===== src/rtl/demux_4_tdm_if.sv =====
// rtl/demux_4_tdm_if.sv - slot stream in, parallel frame out; DEMUX4_PARITY_EN adds in_par/par_err
interface demux_4_tdm_if #(
    parameter int WIDTH = 4
);
    logic             in_valid;
    logic             in_sof;
    logic [WIDTH-1:0] in_data;
    logic [WIDTH-1:0] q0;
    logic [WIDTH-1:0] q1;
    logic [WIDTH-1:0] q2;
    logic [WIDTH-1:0] q3;
    logic             frame_valid;
    logic             sync_err;
    logic             locked;
`ifdef DEMUX4_PARITY_EN
    logic             in_par;
    logic             par_err;

    modport master (
        output in_valid, in_sof, in_data, in_par,
        input  q0, q1, q2, q3, frame_valid, sync_err, locked, par_err
    );
    modport slave (
        input  in_valid, in_sof, in_data, in_par,
        output q0, q1, q2, q3, frame_valid, sync_err, locked, par_err
    );
`else
    modport master (
        output in_valid, in_sof, in_data,
        input  q0, q1, q2, q3, frame_valid, sync_err, locked
    );
    modport slave (
        input  in_valid, in_sof, in_data,
        output q0, q1, q2, q3, frame_valid, sync_err, locked
    );
`endif
endinterface


===== src/rtl/demux_4_tdm.sv =====
// rtl/demux_4_tdm.sv - 4-slot TDM demultiplexer with frame alignment and atomic publish
// Optional even-parity checking on accepted words when DEMUX4_PARITY_EN is defined.
module demux_4_tdm #(
    parameter int WIDTH = 4
) (
    input  logic         clk,
    input  logic         rst_n,
    demux_4_tdm_if.slave bus
);

    typedef enum logic {HUNT = 1'b0, RECV = 1'b1} state_e;

    state_e           state_q, state_d;
    logic [1:0]       slot_q, slot_d;
    logic [WIDTH-1:0] sh0_q, sh0_d, sh1_q, sh1_d, sh2_q, sh2_d;
    logic [WIDTH-1:0] q0_q, q0_d, q1_q, q1_d, q2_q, q2_d, q3_q, q3_d;
    logic             fv_q, fv_d;
    logic             se_q, se_d;

    logic take_sof;
    logic take_mid;
    logic frame_bad;

    // take_mid covers non-sof words landing in slots 1..3 of an aligned frame
    assign take_sof = bus.in_valid && bus.in_sof;
    assign take_mid = bus.in_valid && !bus.in_sof && (state_q == RECV) && (slot_q != 2'd0);

`ifdef DEMUX4_PARITY_EN
    logic pe_q, pe_d;
    logic bad_q, bad_d;
    logic par_mis;

    assign par_mis   = (^bus.in_data) != bus.in_par;
    assign frame_bad = bad_q || par_mis;

    always_comb begin
        pe_d  = (take_sof || take_mid) && par_mis;
        bad_d = bad_q;
        if (take_sof) begin
            bad_d = par_mis;
        end else if (take_mid) begin
            bad_d = (slot_q == 2'd3) ? 1'b0 : (bad_q || par_mis);
        end
    end

    always_ff @(posedge clk or negedge rst_n) begin
        if (!rst_n) begin
            pe_q  <= 1'b0;
            bad_q <= 1'b0;
        end else begin
            pe_q  <= pe_d;
            bad_q <= bad_d;
        end
    end

    assign bus.par_err = pe_q;
`else
    assign frame_bad = 1'b0;
`endif

    always_ff @(posedge clk or negedge rst_n) begin
        if (!rst_n) begin
            state_q <= HUNT;
            slot_q  <= 2'd0;
            sh0_q   <= '0;
            sh1_q   <= '0;
            sh2_q   <= '0;
            q0_q    <= '0;
            q1_q    <= '0;
            q2_q    <= '0;
            q3_q    <= '0;
            fv_q    <= 1'b0;
            se_q    <= 1'b0;
        end else begin
            state_q <= state_d;
            slot_q  <= slot_d;
            sh0_q   <= sh0_d;
            sh1_q   <= sh1_d;
            sh2_q   <= sh2_d;
            q0_q    <= q0_d;
            q1_q    <= q1_d;
            q2_q    <= q2_d;
            q3_q    <= q3_d;
            fv_q    <= fv_d;
            se_q    <= se_d;
        end
    end

    always_comb begin
        state_d = state_q;
        slot_d  = slot_q;
        if (bus.in_valid) begin
            case (state_q)
                HUNT: begin
                    if (bus.in_sof) begin
                        state_d = RECV;
                        slot_d  = 2'd1;
                    end
                end
                RECV: begin
                    if (bus.in_sof) begin
                        slot_d = 2'd1;
                    end else if (slot_q == 2'd0) begin
                        state_d = HUNT;
                        slot_d  = 2'd0;
                    end else begin
                        slot_d = slot_q + 2'd1;
                    end
                end
                default: begin
                    state_d = HUNT;
                    slot_d  = 2'd0;
                end
            endcase
        end
    end

    always_comb begin
        sh0_d = sh0_q;
        sh1_d = sh1_q;
        sh2_d = sh2_q;
        q0_d  = q0_q;
        q1_d  = q1_q;
        q2_d  = q2_q;
        q3_d  = q3_q;
        fv_d  = 1'b0;
        // sof off slot 0, or a missing sof at slot 0, breaks alignment
        se_d  = bus.in_valid && (state_q == RECV) &&
                (bus.in_sof ? (slot_q != 2'd0) : (slot_q == 2'd0));
        if (take_sof) begin
            sh0_d = bus.in_data;
        end
        if (take_mid && (slot_q == 2'd1)) begin
            sh1_d = bus.in_data;
        end
        if (take_mid && (slot_q == 2'd2)) begin
            sh2_d = bus.in_data;
        end
        if (take_mid && (slot_q == 2'd3) && !frame_bad) begin
            q0_d = sh0_q;
            q1_d = sh1_q;
            q2_d = sh2_q;
            q3_d = bus.in_data;
            fv_d = 1'b1;
        end
    end

    assign bus.q0          = q0_q;
    assign bus.q1          = q1_q;
    assign bus.q2          = q2_q;
    assign bus.q3          = q3_q;
    assign bus.frame_valid = fv_q;
    assign bus.sync_err    = se_q;
    assign bus.locked      = (state_q == RECV);

endmodule


===== src/flat_wrapper.sv =====
// flat-port wrapper written by rule: the top's interface ports become plain ports
module demux_4_tdm_flat 
#(
    parameter int WIDTH = 4
)
  (clk, rst_n, bus_in_valid, bus_in_sof, bus_in_data, bus_q0, bus_q1, bus_q2, bus_q3, bus_frame_valid, bus_sync_err, bus_locked);
  demux_4_tdm_if #(.WIDTH(WIDTH)) bus_i ();
  input  logic clk;
  input  logic rst_n;
  input wire logic [$bits(bus_i.in_valid)-1:0] bus_in_valid;
  input wire logic [$bits(bus_i.in_sof)-1:0] bus_in_sof;
  input wire logic [$bits(bus_i.in_data)-1:0] bus_in_data;
  output wire logic [$bits(bus_i.q0)-1:0] bus_q0;
  output wire logic [$bits(bus_i.q1)-1:0] bus_q1;
  output wire logic [$bits(bus_i.q2)-1:0] bus_q2;
  output wire logic [$bits(bus_i.q3)-1:0] bus_q3;
  output wire logic [$bits(bus_i.frame_valid)-1:0] bus_frame_valid;
  output wire logic [$bits(bus_i.sync_err)-1:0] bus_sync_err;
  output wire logic [$bits(bus_i.locked)-1:0] bus_locked;
  assign bus_i.in_valid = bus_in_valid;
  assign bus_i.in_sof = bus_in_sof;
  assign bus_i.in_data = bus_in_data;
  assign bus_q0 = bus_i.q0;
  assign bus_q1 = bus_i.q1;
  assign bus_q2 = bus_i.q2;
  assign bus_q3 = bus_i.q3;
  assign bus_frame_valid = bus_i.frame_valid;
  assign bus_sync_err = bus_i.sync_err;
  assign bus_locked = bus_i.locked;
  demux_4_tdm #(.WIDTH(WIDTH)) u_core (.clk(clk), .rst_n(rst_n), .bus(bus_i));
endmodule

===== config.mk =====
export PLATFORM = sky130hd
export DESIGN_NAME = demux_4_tdm_flat
export DESIGN_NICKNAME = d
export VERILOG_FILES = /design/src/rtl/demux_4_tdm_if.sv /design/src/rtl/demux_4_tdm.sv /design/src/flat_wrapper.sv
export SDC_FILE = /design/constraint.sdc
export NUM_CORES = 1
export LEC_CHECK = 0
export ABC_AREA = 0
export BUFFER_PORTS_ARGS = -buffer_cell sky130_fd_sc_hd__buf_2
export CAP_MARGIN = 10
export CORE_ASPECT_RATIO = 0.9
export CORE_MARGIN = 5
export CORE_UTILIZATION = 25
export CTS_BUF_LIST = sky130_fd_sc_hd__clkbuf_8 sky130_fd_sc_hd__clkbuf_16
export DETAILED_ROUTE_END_ITERATION = 10
export GPL_TIMING_DRIVEN = 0
export SYNTH_ARGS = -nofsm -noshare
export SYNTH_HDL_FRONTEND = slang
export SYNTH_SLANG_ARGS = --single-unit

===== constraint.sdc =====
create_clock -name clk -period 1.6 [get_ports clk]
set_input_delay 0.08 -clock clk [delete_from_list [all_inputs] [get_ports clk]]
set_output_delay 0.08 -clock clk [all_outputs]
set_load 0.05 [all_outputs]

==> metrics.txt, run 1 <==
Clock Skews=0.00762 ns; slowest stage delay, CP=0.37 ns; Post-Syn Area per Cell=15.7 um^2; drt wl/cell=between 10 and 15 um; Synth area leader=dfrtp_1; Sequential Area=827 um^2; Max FO, Critical Path=10; # rows=25; final setup fails=0; DP HPWL=1840 um; Worst Path Required=1.77 ns; Synth area leaders=dfrtp_1 (60%), mux2_2 (15%), mux2_4 (9.8%), ha_1 (5.4%), buf_12 (1.4%); Net Switching=1.53 mW; deepest clock path buffer count=2; fraction of registers with async set/reset=100%; WHS Endpoint=u_core.slot_q[1]$_DFFE_PN0P_; CTS tree=yes; Max-Cap Viols=0; crit path cell chain=inv_2 > ha_4 > and4bb_4 > nand2_8 > buf_12 > mux2_4; Power Dens Cells=2170 nW/um^2; largest net degree at the start of global routing=34; Startpoint Class=flop; root buffer cell=clkbuf_8; clk slew on worst S/H paths=0.07 ns; final wirelength=2500 um; sequential share of power=34.5%; Slew @ Worst Pin=approximately 0.7 ns; chip width=88.4 um; worst setup margin=between 0.02 and 0.03 ns; CTS Sinks=33; Synth top area share=59.7%; global-route wire length before repair=4240 um; fmax=636 MHz; Comb pwr share=41.6%; internal power=~2.4 mW; worst hold stages=2; Reg-to-Reg Start=u_core.slot_q[0]$_DFFE_PN0P_; Pre-antenna DRT Iters=3; register area share after synthesis=59.7%; gr ovfl total=0; gp weighted congestion=slightly above 0.7; Yosys warning count=0; reg-to-reg endpoint=u_core.bus.q0[2]$_DFFE_PN0P_; Vias=811; share of layout cells above drive strength 1=about three fifths; post-layout min period=1.57 ns; Antenna Cells=0; core area=between 5000 and 6000 um^2; Multi-input gate area=537 um^2; RSZ-0062 raised after global routing=yes; Layout Nets=141; most frequent cell after synthesis=dfrtp_1; final hold viol count=0; crit path kind=reg2reg; register bit total from synthesis=33; clock power share=23.9%; critical path's slowest cell=dfrtp_1; VDD IR max=0.000864 V; DIE AREA=7130 um^2; residual DRC count=0; hold path start=bus_in_valid; Die H=80.6 um; H-tree lvl count=2; Syn Nets=102; Synth-to-Final Area Change=30.7%; outcome=finished, final reports clean; Initial Util=about a quarter; Worst R2R Setup Slack=0.03 ns; worst skew pair latency=0.29 ns; Distinct cells, synth=17; Slew Limit Fails=0; Starting DRT DRC Count=23; Final Util=34.0%; EDFF count, synth=0; R2R depth=6; fin cells=195; # fillers=520; Mapped Area=~1400 um^2; final worst path period share=98.3%; worst hold path type=in2reg; initial antenna violation count=0; number of placed I/O pins=27; Arr. time, crit path=1.74 ns; vias per cell=4.16; total CTS buffers=5; Cell Area, Placed=1600 um^2; total track usage=8.07%; switching fraction of total power=39.2%; crit end category=flop; worst rel slew slack=between 50% and 60%; LEAKAGE=a little over 0.9 nW; vias in the first global route=866; I/O Buffers=25; pre-CTS setup slack=-0.0967 ns; placed cells=180; synth cell count leaders=dfrtp_1 (33), mux2_2 (19), mux2_4 (9), ha_1 (6); Finished Cell Area=1810 um^2; DRT antenna net count=0; prevailing post-synth register cell=dfrtp_1; Gate Count Post-Synth=88
==> placed cells by master (no fill, tap or decap), drive strengths merged <==
cell / netlist / final
a21oi: 2 / 2
o21ai: 1 / 1
ha: 6 / 6
inv: 4 / 5
dlygate4sd3: 0 / 1
buf: 2 / 33
mux2: 28 / 28
o22ai: 1 / 1
bufinv: 0 / 2
o2bb2ai: 1 / 1
nand3: 1 / 1
dfrtp: 33 / 33
a31oi: 1 / 1
and4bb: 1 / 1
nand2: 5 / 5
nor2: 2 / 2
clkbuf: 0 / 5
==> per-stage QoR <==
| step | total power, mW | setup TNS [ns] | hold WS [ns] |
|---|---|---|---|
| finish | 3.92 | 0 | 0.0252 |
| global route | 4.12 | -0.133 | 0.0268 |
| CTS | 3.95 | -0.0288 | 0.0164 |
| detailed placement | 2.91 | -0.859 | 0.173 |
| global placement | 2.85 | -0.661 | 0.159 |
| floorplan | 2.54 | 0 | -0.216 |
==> worst max-delay path: cells and delay by family (launching register included) <==
kind                     cells  cell delay, ns
multiplexers                 1            0.29
adder cells (fa/ha/maj)      1            0.15
buffers and inverters        2            0.21
AND/OR/NAND/NOR              2            0.42
flip-flops                   1            0.37
==> state kept, by name, summed over array words and instances (netlist names), 2 cells and up <==
name / count
u_core.bus.q0: 4
u_core.bus.q1: 4
u_core.bus.q2: 4
u_core.bus.q3: 4
u_core.sh0_q: 4
u_core.sh1_q: 4
u_core.sh2_q: 4
u_core.slot_q: 2
==> area by class of cell <==
class / instances / share of cell area (%)
tap: 67 / 4.64
inverter: 4 / 0.830
clock inverter: 3 / 3.81
timing repair buffer: 32 / 9.97
clock buffer: 5 / 3.81
multi-input combinational: 49 / 29.7
sequential: 33 / 45.7
buffer: 2 / 1.52
==> cell families (layout without fill, tap and decap cells) <==
| family | Yosys count | after routing | share of synthesized area (%) |
|---|---|---|---|
| fa+ha+maj | 6 | 6 | 5.42 |
| mux | 28 | 28 | 25.2 |
| compound gates | 6 | 6 | 2.62 |
| flops | 33 | 33 | 59.7 |
| buf+inv | 6 | 46 | 3.07 |
| simple gates | 9 | 9 | 3.98 |
==> metal layers <==
layer	track usage, %	wire (um)	part of all wire [%]
met4	4.53	59	2.4
met1	8.88	1010	40
met3	3.08	181	7.2
met5	0	0	0
met2	13.2	1250	50
==> worst max path at each step <==
stage / start / end / cells past startpoint / slack (ns)
global placement: u_core.slot_q[0]$_DFFE_PN0P_ / u_core.bus.q3[2]$_DFFE_PN0P_ / 6 / -0.08
floorplan: u_core.slot_q[0]$_DFFE_PN0P_ / u_core.bus.q0[0]$_DFFE_PN0P_ / 6 / 0.007
detailed placement: u_core.slot_q[0]$_DFFE_PN0P_ / u_core.bus.q3[0]$_DFFE_PN0P_ / 6 / -0.1
global route: u_core.slot_q[1]$_DFFE_PN0P_ / u_core.bus.q0[2]$_DFFE_PN0P_ / 6 / -0.02
finish: u_core.slot_q[0]$_DFFE_PN0P_ / u_core.bus.q0[2]$_DFFE_PN0P_ / 6 / 0.03
CTS: u_core.slot_q[0]$_DFFE_PN0P_ / u_core.bus.q0[2]$_DFFE_PN0P_ / 6 / -0.01
==> power by group through the flow <==
stage / clock network (mW) / logic [mW] / registers, mW
3_5_place_dp: 0 / 1.53 / 1.38
3_3_place_gp: 0 / 1.50 / 1.35
4_1_cts: 0.965 / 1.63 / 1.36
5_1_grt: 0.998 / 1.73 / 1.39
2_1_floorplan: 0 / 0.509 / 2.03
6_report: 0.937 / 1.63 / 1.35
==> timing repair <==
action,CTS,global route
setup buffers,4,2
endpoints found under the hold margin,33,0
hold buffers,1,0
endpoints found under the setup margin,15,24
pin swaps,1,1
gates resized for setup,3,0
(Power assumes the default switching activity.)
==> inputs of run 2 (changes only) <==
--- a/config.mk
+++ b/config.mk
@@ -14,6 +14,8 @@
 export CTS_BUF_LIST = sky130_fd_sc_hd__clkbuf_8 sky130_fd_sc_hd__clkbuf_16
 export DETAILED_ROUTE_END_ITERATION = 10
 export GPL_TIMING_DRIVEN = 0
+export PLACE_DENSITY = 0.41
+export REMOVE_ABC_BUFFERS = 1
 export SYNTH_ARGS = -nofsm -noshare
 export SYNTH_HDL_FRONTEND = slang
 export SYNTH_SLANG_ARGS = --single-unit
==> metrics.txt, run 2 (synthesized netlist as in run 1, its figures left out) <==
commonest non-fill, non-tap cells in the layout=dfrtp_1 (33), buf_2 (26), mux2_2 (18), mux2_4 (10), buf_4 (8) (was dfrtp_1 (32), buf_2 (25), mux2_2 (19), mux2_4 (9), buf_4 (7)); WP depth=5 (was 6); Reg-to-Reg Start=u_core.slot_q[0]$_DFFE_PN0P_ (unchanged); CTS tree=yes (unchanged); post-layout min period=1.60 ns (was 1.57 ns); outcome=complete, but fails checks (was finished, final reports clean); LEAKAGE=0.955 nW (was 0.917 nW); Synth-to-Final Area Change=33.5% (was 30.7%); sequential share of power=33.6% (was 34.5%); vias in the first global route=903 (was 866); Antenna Cells=0 (unchanged); Final Util=34.8% (was 34.0%); Power Dens Cells=2160 nW/um^2 (was 2170 nW/um^2); residual DRC count=0 (unchanged); core area=5320 um^2 (unchanged); DP HPWL=1790 um (was 1840 um); root buffer cell=clkbuf_8 (unchanged); crit path cell chain=inv_2 > ha_4 > and4bb_4 > nand2_8 > mux2_4 (was inv_2 > ha_4 > and4bb_4 > nand2_8 > buf_12 > mux2_4); final setup fails=2 (was 0); switching fraction of total power=39.5% (was 39.2%); CP delay by family, top=simple AND/OR/NAND/NOR gates (unchanged); DIE AREA=7130 um^2 (unchanged); hold path start=bus_in_valid (unchanged); pre-CTS setup slack=-0.194 ns (was -0.0967 ns); DRT antenna net count=0 (unchanged); routed length on met3=181 um (unchanged); initial antenna violation count=0 (unchanged); internal power=2.41 mW (was 2.38 mW); global-route wire length before repair=4680 um (was 4240 um); clk slew on worst S/H paths=0.07 ns (about the same); Max FO, Critical Path=8 (was 10); commonest non-fill, non-tap cell in the layout=dfrtp_1 (unchanged); final hold viol count=0 (unchanged); I/O Buffers=26 (was 25); Max-Cap Viols=0 (unchanged); Worst Path Required=1.76 ns (was 1.77 ns); largest net degree at the start of global routing=34 (unchanged); chip width=88.4 um (unchanged); crit path buf inv count=1 (was 2); vias per cell=4.23 (was 4.16); drt wl/cell=14.0 um (was 12.8 um); Die H=80.6 um (unchanged); Net Switching=1.58 mW (was 1.53 mW); # rows=25 (unchanged); final worst path period share=100% (was 98.3%); Design Power=3.99 mW (was 3.92 mW); worst hold path type=in2reg (unchanged); share of layout cells above drive strength 1=61.1% (was 58.6%); Pre-antenna DRT Iters=2 (was 3); Arr. time, crit path=1.77 ns (was 1.74 ns); Starting DRT DRC Count=13 (was 23); H-tree lvl count=2 (unchanged); Clock Skews=0.00565 ns (was 0.00762 ns); # fillers=541 (was 520); worst rel slew slack=50.5% (was 52.8%); RSZ-0062 raised after global routing=yes (unchanged); slowest stage delay, CP=0.46 ns (was 0.37 ns); number of placed I/O pins=27 (unchanged); worst setup margin=-0.00130 ns (was 0.0271 ns); Slew @ Worst Pin=0.743 ns (was 0.708 ns); clock power share=23.1% (was 23.9%); failing checks=negative setup slack; M1 WL=1220 um (was 1010 um); Startpoint Class=flop (unchanged); critical path's slowest cell=and4bb_4 (was dfrtp_1); total track usage=9.06% (was 8.07%); Cell Area, Placed=1570 um^2 (was 1600 um^2); worst skew pair latency=0.28 ns (was 0.29 ns); met2 wire len=1320 um (was 1250 um); final wirelength=2780 um (was 2500 um); fmax=624 MHz (was 636 MHz); R2R depth=5 (was 6); Finished Cell Area=1850 um^2 (was 1810 um^2); VDD IR max=0.000738 V (was 0.000864 V); gr ovfl total=0 (unchanged); Vias=837 (was 811); Initial Util=26.0% (unchanged); gp weighted congestion=0.681 (was 0.714); Worst setup startpoint=u_core.slot_q[0]$_DFFE_PN0P_ (unchanged); highest metal used=met4 (unchanged); Layout Nets=144 (was 141); worst hold stages=2 (unchanged); crit end category=flop (unchanged); total CTS buffers=5 (unchanged); Slew Limit Fails=0 (unchanged); deepest clock path buffer count=2 (unchanged); Comb pwr share=43.3% (was 41.6%); CTS Sinks=33 (unchanged); crit path kind=reg2reg (unchanged)
## run 2: worst paths after layout
path	endpoint	slack, ns
worst max-delay path	u_core.bus.q1[3]$_DFFE_PN0P_	-0.001
worst min-delay path	u_core.slot_q[1]$_DFFE_PN0P_	0.06
worst max register to register	u_core.bus.q1[3]$_DFFE_PN0P_	-0.001
worst min register to register	u_core.bus.q3[1]$_DFFE_PN0P_	0.50
max in group asynchronous	u_core.sh1_q[3]$_DFFE_PN0P_	0.73
min in group asynchronous	u_core.bus.q0[0]$_DFFE_PN0P_	0.40
## run 2: per-stage QoR
step | setup TNS (ns) | hold slack (ns) | instances
floorplan | -0.380 | -0.216 | 86
global placement | -2.85 | 0.182 | 179
detailed placement | -3.92 | 0.198 | 179
CTS | -0.0317 | 0.0468 | 198
global route | -0.710 | 0.0589 | 198
finish | -0.00177 | 0.0648 | 198
## run 2: area by class of cell
cell class                 instances  area [um^2]  share of cell area (%)
clock buffer                       5         68.8                    3.72
inverter                           4         15.0                   0.812
tap                               67         83.8                    4.54
sequential                        33          826                    44.7
clock inverter                     3         65.1                    3.52
timing repair buffer              35          200                    10.8
multi-input combinational         51          589                    31.9
## run 2: per-layer routing
layer  global-route usage (%)  vias up
li1                         -      394
met1                     11.2      412
met2                     13.8       23
met3                     3.28        8
met4                     4.53        0
met5                        0        -
## run 2: power groups by stage
stage / registers, mW / logic [mW] / clock network, mW
2_1_floorplan: 2.03 / 0.493 / 0
3_3_place_gp: 1.36 / 1.49 / 0
3_5_place_dp: 1.38 / 1.51 / 0
4_1_cts: 1.35 / 1.73 / 0.956
5_1_grt: 1.39 / 1.84 / 0.988
6_report: 1.34 / 1.73 / 0.921
## run 2: worst register-to-register path, delay by kind of cell (launching register included)
family	cells	cell delay (ns)
muxes	1	0.33
buffers and inverters	1	0.06
and+or+nand+nor	2	0.58
DFF	1	0.37
adders and majority gates	1	0.15
## run 2: repair_timing
action,in CTS,in global routing
gates resized for setup,9,3
endpoints found under the hold margin,33,0
setup buffers,8,0
cloned,2,0
setup endpoints to repair,24,23
hold buffers,1,0
pin swaps,2,2
==> inputs of run 3 (changes only) <==
--- a/config.mk
+++ b/config.mk
@@ -8,13 +8,15 @@
 export ABC_AREA = 0
 export BUFFER_PORTS_ARGS = -buffer_cell sky130_fd_sc_hd__buf_2
 export CAP_MARGIN = 10
+export CELL_PAD_IN_SITES_DETAIL_PLACEMENT = 1
+export CELL_PAD_IN_SITES_GLOBAL_PLACEMENT = 2
 export CORE_ASPECT_RATIO = 0.9
 export CORE_MARGIN = 5
 export CORE_UTILIZATION = 25
 export CTS_BUF_LIST = sky130_fd_sc_hd__clkbuf_8 sky130_fd_sc_hd__clkbuf_16
 export DETAILED_ROUTE_END_ITERATION = 10
 export GPL_TIMING_DRIVEN = 0
-export PLACE_DENSITY = 0.41
+export PLACE_DENSITY = 0.54
 export REMOVE_ABC_BUFFERS = 1
 export SYNTH_ARGS = -nofsm -noshare
 export SYNTH_HDL_FRONTEND = slang
==> metrics.txt, run 3 (synthesized netlist as in run 1, its figures left out) <==
outcome=complete, but fails checks (unchanged); failing checks=negative setup slack (unchanged); drt wl/cell=15.7 um (was 14.0 um); DRT antenna net count=0 (unchanged); Power Dens Cells=2070 nW/um^2 (was 2160 nW/um^2); Clock Skews=0.00549 ns (was 0.00565 ns); worst skew pair latency=0.29 ns (was 0.28 ns); Startpoint Class=flop (unchanged); core area=5320 um^2 (unchanged); root buffer cell=clkbuf_8 (unchanged); crit path buf inv count=1 (unchanged); CTS Sinks=33 (unchanged); Pre-antenna DRT Iters=2 (unchanged); reg-to-reg endpoint=u_core.bus.q2[0]$_DFFE_PN0P_ (was u_core.bus.q1[3]$_DFFE_PN0P_); total CTS buffers=5 (unchanged); # fillers=578 (was 541); final wirelength=3100 um (was 2780 um); clk slew on worst S/H paths=0.07 ns (about the same); Starting DRT DRC Count=6 (was 13); DP HPWL=1900 um (was 1790 um); placed cells=179 (unchanged); Vias=852 (was 837); Antenna Cells=0 (unchanged); commonest non-fill, non-tap cell in the layout=dfrtp_1 (unchanged); post-layout min period=1.60 ns (about the same); Synth-to-Final Area Change=29.8% (was 33.5%); residual DRC count=0 (unchanged); largest net degree at the start of global routing=34 (unchanged); global-route wire length before repair=5200 um (was 4680 um); RSZ-0062 raised after global routing=yes (unchanged); # rows=25 (unchanged); hold path start=bus_in_valid (unchanged); Hold WS=0.0741 ns (was 0.0648 ns); final hold viol count=0 (unchanged); fmax=623 MHz (was 624 MHz); crit path kind=reg2reg (unchanged); H-tree lvl count=2 (unchanged); Cell Area, Placed=1570 um^2 (unchanged); Worst R2R Setup Slack=-0.005 ns (was -0.001 ns); gr ovfl total=0 (unchanged); final setup fails=4 (was 2); Initial Util=26.0% (unchanged); slowest stage delay, CP=0.45 ns (was 0.46 ns); Final Util=33.8% (was 34.8%); R2R depth=5 (unchanged); VDD IR max=0.000842 V (was 0.000738 V); crit end category=flop (unchanged); fin cells=197 (was 198); worst hold path type=in2reg (unchanged); gp weighted congestion=0.724 (was 0.681); CP delay by family, top=simple AND/OR/NAND/NOR gates (unchanged); DIE AREA=7130 um^2 (unchanged); Arr. time, crit path=1.78 ns (was 1.77 ns); Slew Limit Fails=0 (unchanged); commonest non-fill, non-tap cells in the layout=dfrtp_1 (33), buf_2 (26), mux2_2 (19), mux2_4 (9), buf_4 (8) (was dfrtp_1 (33), buf_2 (26), mux2_2 (18), mux2_4 (10), buf_4 (8)); Finished Cell Area=1800 um^2 (was 1850 um^2); deepest clock path buffer count=2 (unchanged); total track usage=9.99% (was 9.06%); worst hold stages=2 (unchanged); chip width=88.4 um (unchanged); vias in the first global route=999 (was 903); Reg-to-Reg Start=u_core.slot_q[0]$_DFFE_PN0P_ (unchanged); worst rel slew slack=50.1% (was 50.5%); crit path cell chain=inv_2 > ha_4 > and4bb_4 > nand2_4 > mux2_4 (was inv_2 > ha_4 > and4bb_4 > nand2_8 > mux2_4); I/O Buffers=26 (unchanged); Max FO, Critical Path=5 (was 8); WHS Endpoint=u_core.slot_q[1]$_DFFE_PN0P_ (unchanged); critical path's slowest cell=and4bb_4 (unchanged); LEAKAGE=0.931 nW (was 0.955 nW); Layout Nets=144 (unchanged); initial antenna violation count=0 (unchanged); share of layout cells above drive strength 1=60.0% (was 61.1%); Worst Path Required=1.77 ns (was 1.76 ns); number of placed I/O pins=27 (unchanged); Max-Cap Viols=0 (unchanged); worst setup margin=-0.00453 ns (was -0.00130 ns); CTS tree=yes (unchanged); Slew @ Worst Pin=0.748 ns (was 0.743 ns); final worst path period share=100% (about the same); Die H=80.6 um (unchanged); vias per cell=4.32 (was 4.23)
[run 3: cell types whose count changed in the layout (fill, tap and decap cells not counted)]
cell,change
bufinv_16,-2
clkbuf_8,+1
clkinv_2,-1
inv_1,+1
mux2_2,+1
mux2_4,-1
[run 3: report_power, final]
part           switching, mW  total (mW)  leakage (nW)  internal, mW
registers              0.186        1.35         0.413          1.17
logic                   1.11        1.75         0.470         0.639
clock network          0.290       0.624        0.0485         0.334
[run 3: worst max-delay path by stage]
stage | startpoint | endpoint | cells after the start
6_report | u_core.slot_q[0]$_DFFE_PN0P_ | u_core.bus.q2[0]$_DFFE_PN0P_ | 5
5_1_grt | u_core.slot_q[0]$_DFFE_PN0P_ | u_core.bus.q2[0]$_DFFE_PN0P_ | 5
4_1_cts | u_core.slot_q[0]$_DFFE_PN0P_ | u_core.bus.q0[1]$_DFFE_PN0P_ | 5
3_5_place_dp | u_core.slot_q[0]$_DFFE_PN0P_ | u_core.bus.q1[2]$_DFFE_PN0P_ | 5
3_3_place_gp | u_core.slot_q[0]$_DFFE_PN0P_ | u_core.bus.q3[0]$_DFFE_PN0P_ | 5
2_1_floorplan | u_core.bus.locked$_DFFE_PN0P_ | u_core.bus.q0[0]$_DFFE_PN0P_ | 3
[run 3: repair_timing]
item	CTS	global route
endpoints found under the setup margin	24	24
hold endpoints to repair	33	0
pin swaps	3	2
gates cloned	2	0
resized for setup	10	1
setup buffers	7	1
hold buffers	1	0
[run 3: metrics by stage]
stage	TNS (ns)	power (mW)	setup WS, ns
after floorplan	-0.380	2.52	-0.0345
after global placement	-3.36	2.85	-0.166
after detailed placement	-4.06	2.90	-0.198
after CTS	-0.0371	3.76	-0.0109
after global routing	-0.677	3.96	-0.0625
final	-0.0155	3.73	-0.00453
[run 3: layout make-up]
| class | count | area [um^2] | area share (%) |
|---|---|---|---|
| Multi-Input combinational cell | 51 | 586 | 32.6 |
| Clock inverter | 1 | 3.75 | 0.209 |
| Sequential cell | 33 | 826 | 46.0 |
| Clock buffer | 6 | 82.6 | 4.60 |
| Inverter | 4 | 15.0 | 0.836 |
| Tap cell | 67 | 83.8 | 4.67 |
| Timing Repair Buffer | 35 | 200 | 11.1 |
[run 3: metal layers]
metal | routed length (um) | global-route usage (%) | vias up | part of all wire (%)
met4 | 76 | 5.89 | 0 | 2.5
met2 | 1540 | 15.8 | 22 | 50
met1 | 1280 | 12.0 | 426 | 41
met5 | 0 | 0 | - | 0
met3 | 198 | 2.67 | 9 | 6.4
li1 | - | - | 395 | -
